<file path="config.mk">
export PLATFORM = sky130hd
export DESIGN_NAME = vga_timing_gen
export DESIGN_NICKNAME = d
export VERILOG_FILES = /design/src/rtl/vga_timing_gen.sv
export SDC_FILE = /design/constraint.sdc
export NUM_CORES = 1
export LEC_CHECK = 0
export CELL_PAD_IN_SITES_DETAIL_PLACEMENT = 0
export CELL_PAD_IN_SITES_GLOBAL_PLACEMENT = 2
export CORE_ASPECT_RATIO = 1.5
export CORE_MARGIN = 2
export CORE_UTILIZATION = 30
export DETAILED_ROUTE_END_ITERATION = 8
export PLACE_DENSITY_LB_ADDON = 0.1
export SLEW_MARGIN = 20
export SYNTH_ARGS = -nofsm -noshare
export SYNTH_HDL_FRONTEND = slang
export SYNTH_SLANG_ARGS = --single-unit
</file>
<file path="constraint.sdc">
create_clock -name vgaclk -period 2.4 [get_ports vgaclk]
set_input_delay 0.48 -clock vgaclk [delete_from_list [all_inputs] [get_ports vgaclk]]
set_output_delay 0.48 -clock vgaclk [all_outputs]
set_load 0.05 [all_outputs]
</file>
<file path="src/rtl/vga_timing_gen.sv">
// rtl/vga_timing_gen.sv - VGA raster counters with delayed sync, blank and line/frame pulses
// Define VGA_FRAME_CNT_EN to implement the completed-frame counter; otherwise frame_cnt is 0.
module vga_timing_gen #(
  parameter int HACTIVE   = 640,
  parameter int HFP       = 16,
  parameter int HSYN      = 96,
  parameter int HBP       = 48,
  parameter int VACTIVE   = 480,
  parameter int VFP       = 11,
  parameter int VSYN      = 2,
  parameter int VBP       = 32,
  parameter int HSYNC_POL = 0,
  parameter int VSYNC_POL = 0,
  parameter int PIPE_DLY  = 2,
  parameter int CW        = 10,
  parameter int FCW       = 8
) (
  input  logic           vgaclk,
  input  logic           reset,
  input  logic           pix_en,
  input  logic           restart,
  output logic           hsync,
  output logic           vsync,
  output logic           sync_b,
  output logic           blank_b,
  output logic [CW-1:0]  x,
  output logic [CW-1:0]  y,
  output logic           line_start,
  output logic           frame_start,
  output logic [FCW-1:0] frame_cnt
);

  localparam int HTOTAL = HACTIVE + HFP + HSYN + HBP;
  localparam int VTOTAL = VACTIVE + VFP + VSYN + VBP;

  localparam logic [CW-1:0] HLAST  = CW'(HTOTAL - 1);
  localparam logic [CW-1:0] VLAST  = CW'(VTOTAL - 1);
  localparam logic [CW-1:0] HACT   = CW'(HACTIVE);
  localparam logic [CW-1:0] VACT   = CW'(VACTIVE);
  localparam logic [CW-1:0] HS_BEG = CW'(HACTIVE + HFP);
  localparam logic [CW-1:0] HS_END = CW'(HACTIVE + HFP + HSYN);
  localparam logic [CW-1:0] VS_BEG = CW'(VACTIVE + VFP);
  localparam logic [CW-1:0] VS_END = CW'(VACTIVE + VFP + VSYN);
  localparam logic          HPOL   = (HSYNC_POL != 0);
  localparam logic          VPOL   = (VSYNC_POL != 0);

  logic       x_last;
  logic       y_last;
  logic [4:0] cur;
  logic [4:0] dly;

  assign x_last = (x == HLAST);
  assign y_last = (y == VLAST);

  // restart overrides wrap but only on an enabled pixel
  always_ff @(posedge vgaclk or posedge reset) begin
    if (reset) begin
      x <= '0;
      y <= '0;
    end else if (pix_en) begin
      if (restart) begin
        x <= '0;
        y <= '0;
      end else if (x_last) begin
        x <= '0;
        y <= y_last ? '0 : y + CW'(1);
      end else begin
        x <= x + CW'(1);
      end
    end
  end

`ifdef VGA_FRAME_CNT_EN
  logic [FCW-1:0] fcnt;

  always_ff @(posedge vgaclk or posedge reset) begin
    if (reset) begin
      fcnt <= '0;
    end else if (pix_en && !restart && x_last && y_last) begin
      fcnt <= fcnt + FCW'(1);
    end
  end

  assign frame_cnt = fcnt;
`else
  assign frame_cnt = '0;
`endif

  // sync bits are carried as "asserted" flags so an all-zero stage is idle
  assign cur = {(x >= HS_BEG) && (x < HS_END),
                (y >= VS_BEG) && (y < VS_END),
                (x < HACT) && (y < VACT),
                (x == '0),
                (x == '0) && (y == '0)};

  generate
    if (PIPE_DLY == 0) begin : g_nodly
      assign dly = cur;
    end else begin : g_dly
      logic [4:0] stg [PIPE_DLY];

      always_ff @(posedge vgaclk or posedge reset) begin
        if (reset) begin
          for (int i = 0; i < PIPE_DLY; i++) stg[i] <= '0;
        end else if (pix_en) begin
          stg[0] <= cur;
          for (int i = 1; i < PIPE_DLY; i++) stg[i] <= stg[i-1];
        end
      end

      assign dly = stg[PIPE_DLY-1];
    end
  endgenerate

  assign hsync       = HPOL ? dly[4] : ~dly[4];
  assign vsync       = VPOL ? dly[3] : ~dly[3];
  assign blank_b     = dly[2];
  assign line_start  = dly[1];
  assign frame_start = dly[0];
  assign sync_b      = 1'b0;

endmodule

</file>
---- Word level (Yosys, flattened, before mapping) ----
Cells that the tools add are included.
cells by class
  add/sub/neg operators ................... 2
  magnitude comparators ................... 6
  equal/unequal tests ..................... 2
  mux-type cells .......................... 5
  bitwise gates (word level) .............. 2
  reductions and logical operators ........ 8
operator list
  operator                 count
  $mux W10                 5
  $add A10 B1 Y10 const B  2
  $eq A10 B10 Y1 const B   2
  $logic_not A10 Y1        2
  $lt A10 B10 Y1 const B   2
  $lt A10 B9 Y1 const B    2
  $ge A10 B10 Y1 const B   1
  $ge A10 B9 Y1 const B    1
  $logic_and A1 B1 Y1      4
  $not A1 Y1               2
  $reduce_and A2 Y1        1
  $reduce_bool A2 Y1       1
word-level totals
  register bits ........................... 30
  input bits .............................. 4
  output and inout bits ................... 34
  word-level logic and storage cells ...... 29

---- Logic depth before layout (Yosys ltp) ----
Gate-level depths: netlist (run 1).
  word-level depth ........................ 4
  gate-level depth with buffers ........... 7
  gate-level depth less buffers ........... 7

---- Least setup slack after synthesis (run 1) ----
OpenSTA, ideal clock, no wires.
  path kind ............................... reg-to-reg
  start ................................... register x[1]
  end ..................................... register y[7]
  setup time .............................. 0.126 ns
  arrival time ............................ 1.952 ns
  required time ........................... 2.274 ns
  setup slack ............................. 0.322 ns
  stages on the path, launching flop included .. 7
  buffers on the path ..................... 0
  clock period less this slack ............ 2.078 ns
  cell sequence ........................... dfrtp_1 -> ha_1 -> and3_1 -> a31oi_4 -> or4b_1 -> xor2_1 -> nor2_2
on the way
  longest elaborated chain between the ends .. 3
ends and longest elaborated chain
  element                       RTL line  text
  from (decl)                   26        output logic [CW-1:0] x,
  from (signal assigned)        68        x <= x + CW'(1);
  $eq A10 B10 Y1                52        assign x_last = (x == HLAST);
  $reduce_bool A2 Y1 (no line)  --
  $reduce_and A2 Y1 (no line)   --
  to (signal assigned)          66        y <= y_last ? '0 : y + CW'(1);
  to (decl)                     27        output logic [CW-1:0] y,
Every way passes these cells.
A chain may end at the register's enable or synchronous reset.

---- Worst setup path after layout (run 1) ----
  start ................................... register x[4]
  end ..................................... output port x[4]
No word-level cell between the ends.

==> results of run 1 <==
==> flip-flops by register name, summed over array words and instances, names as in the netlist <==
register / cells
dly: 5
g_dly.stg: 5
x: 10
y: 10
==> power breakdown <==
part,internal (mW),switching [mW]
Combinational,0.0732,0.163
Sequential,0.533,0.0210
Clock,0.231,0.195
Total,0.838,0.380
==> final cells by class <==
cell class / instances / area (µm²)
fill: 568 / 3140
multi-input combinational: 122 / 785
sequential: 30 / 751
timing repair buffer: 33 / 318
clock buffer: 7 / 86.3
tap: 68 / 85.1
inverter: 10 / 37.5
clock inverter: 1 / 5.00
==> cells in the final DEF (no fill, tap or decap), types with 2 or more instances in the layout <==
master	instances
a21oi_1	2
a32o_1	2
and3_1	7
and4_1	3
buf_4	5
clkbuf_8	6
clkdlybuf4s50_1	28
conb_1	9
dfrtp_1	30
ha_1	5
inv_1	9
mux2_2	3
mux2i_1	2
nand2_1	9
nand2b_1	2
nand3_1	13
nand4_1	3
nor2_1	15
nor2_2	2
nor3_1	4
nor4_1	2
nor4b_1	4
o21ai_0	13
xnor2_1	2
xor2_1	10
==> per-stage QoR <==
stage | util | std cells | setup WS, ps | cell area, µm² | total power, mW
after floorplan | - | 176 | 322 | 1660 | 0.735
after global placement | 0.380 | 263 | 246 | 1980 | 0.802
after detailed placement | 0.380 | 263 | 283 | 1980 | 0.803
after CTS | 0.397 | 271 | 243 | 2070 | 1.23
after global routing | 0.397 | 271 | 193 | 2070 | 1.28
final | 0.397 | 271 | 247 | 2070 | 1.22
==> worst min path at each step <==
stage,startpoint,endpoint,cells past startpoint
after detailed placement,g_dly.stg[7],g_dly.stg[7],1
final,g_dly.stg[7],g_dly.stg[7],1
after global placement,g_dly.stg[8],dly[3],2
after global routing,g_dly.stg[7],g_dly.stg[7],1
after CTS,g_dly.stg[7],g_dly.stg[7],1
after floorplan,g_dly.stg[7],g_dly.stg[7],1
==> layer usage <==
| metal | global-route usage | vias to the layer above | part of all wire |
|---|---|---|---|
| met4 | 0.0585 | 0 | 0.018 |
| met2 | 0.260 | 25 | 0.53 |
| met5 | 0 | - | 0 |
| met3 | 0.0369 | 7 | 0.028 |
| met1 | 0.164 | 626 | 0.42 |
| li1 | - | 630 | - |
==> synth_stat cells (all sizes together), types with 2 or more instances <==
library cell	number	area, µm²
a21oi	2	10.0
a32o	2	20.0
and3	7	43.8
and4	3	26.3
buf	12	83.8
clkbuf	2	7.51
dfrtp	30	751
ha	5	62.6
inv	9	33.8
mux2	3	33.8
mux2i	2	20.0
nand2	9	33.8
nand2b	2	12.5
nand3	13	65.1
nand4	3	18.8
nor2	18	80.1
nor3	4	20.0
nor4	2	12.5
nor4b	4	35.0
o21ai	13	65.1
xnor2	2	17.5
xor2	10	87.6
==> cell families (layout without fill, tap and decap cells) <==
| kind of cell | count (synthesis) | after routing | share of synthesized area |
|---|---|---|---|
| other | 1 | 9 | 0.00229 |
| DFF | 30 | 30 | 0.459 |
| buffers and inverters | 24 | 51 | 0.0789 |
| and+or+nand+nor | 70 | 70 | 0.237 |
| adders and majority gates | 5 | 5 | 0.0383 |
| xor gates and xnor gates | 12 | 12 | 0.0643 |
| AOI/OAI and AO/OA | 21 | 21 | 0.0865 |
| muxes | 5 | 5 | 0.0329 |
==> reports/results.ini, run 1 <==
[placement]
hpwl_um = 2880
routabilityCongestion = 0.752
numPortBuffers = 28

[drt]
drt_iter0_drc = 68
drt-pass1-iter-count = 4
vias = 1288
ant_nets = 0
routedWlPerCell_um = 14.5
drt_wl_total_um = 3930
viasPerCell = 4.75
drc = 0

[global_routing]
antenna_found_initial = 0
grt_overflow = 0
grt_use_total = 0.146
grt_max_degree = 31
grt_pass1_wl_um = 6680
first_global_vias = 1361

[floorplan]
ios = 38
core_area_um2 = 5200
die_area_um2 = 6070
dieWidth_um = 64.3
die_h_um = 94.4
rows = 32
initial_core_util = 0.314

[timing]
final_max_slew_viol_count = 0
tightest_slew_ps = 502
tns_ps = 0
fin_crit_ps = 2150
whs_ps = 486
finalSetupViolCount = 0
slew_headroom = 0.664
clock-skew-final_ps = 6.21
final_hold_viol_count = 0
fin_crit_sh = 0.897
rsz0062_at_grt = false
max_freq_mhz = 465

[synth]
ys_seq_elements = 30
ys_seq_area_frac = 0.459
synthFlopType = dfrtp_1
yosys_warnings = 0
synth_edf_count = 0
synth_area_um2 = 1630
synth_cell_type_count = 37
syn_area_per_cell_um2 = 9.73
synthesis.instances = 168
synthArstFlopShare = 1.00

[finish]
finalNetCount = 211
drive_above_1_share = 0.0985
area_growth_pct = 26.5
antenna-diode-count = 0

[clock_network]
cts_setup_buffers = 0
cts_num_sinks = 30
clk_pin_slew_ps = 70
hold_buffers = 0
cts_buffer_depth = 2
clkLatencyLatePin_ps = 280
htree_levels = 2
cts_tree = done
numCtsBuffers = 5
cts-resized-gates = 0
clockRootBuffer = clkbuf_8

[run_status]
status = completed

[setup_path]
critPathRequiredTime_ps = 1920
cp_max_fo = 10
cp_num_cells = 1
crit_chain = clkdlybuf4s50_1
r2r_end = y[7]
r2r_slack_ps = 520
cp-end-kind = output port
critPathBufInv = 1
worst_setup_path_start_kind = flip-flop
arrival_ps = 1670
startpoint = x[4]
rr_worst_depth = 6
crit_type = reg -> out
cpMaxStageDelayCell = clkdlybuf4s50_1
critical_path.endpoint = x[4]
r2r_start = x[0]
critical_path.max_stage_delay_ps = 860
crit_family = buffers and inverters

[power]
peakVddDrop_uv = 256
powerDensity_nw_per_um2 = 589
p_leak_nw = 0.911

[job]
maxCapViolations = 0

[hold_path]
min_path_type = reg -> reg

No activity file was read; power rests on OpenSTA's default activity.
==> run 2, diff against run 1 <==
- SETUP_SLACK_MARGIN: not set -> 0.05
==> results of run 2 <==
The final DEF is identical to that of run 1; final timing and power are the same.
==> run 3, diff against run 2 <==
- CTS_CLUSTER_DIAMETER: not set -> 150
==> results of run 3 <==
The final DEF is identical to that of run 1; final timing and power are the same.
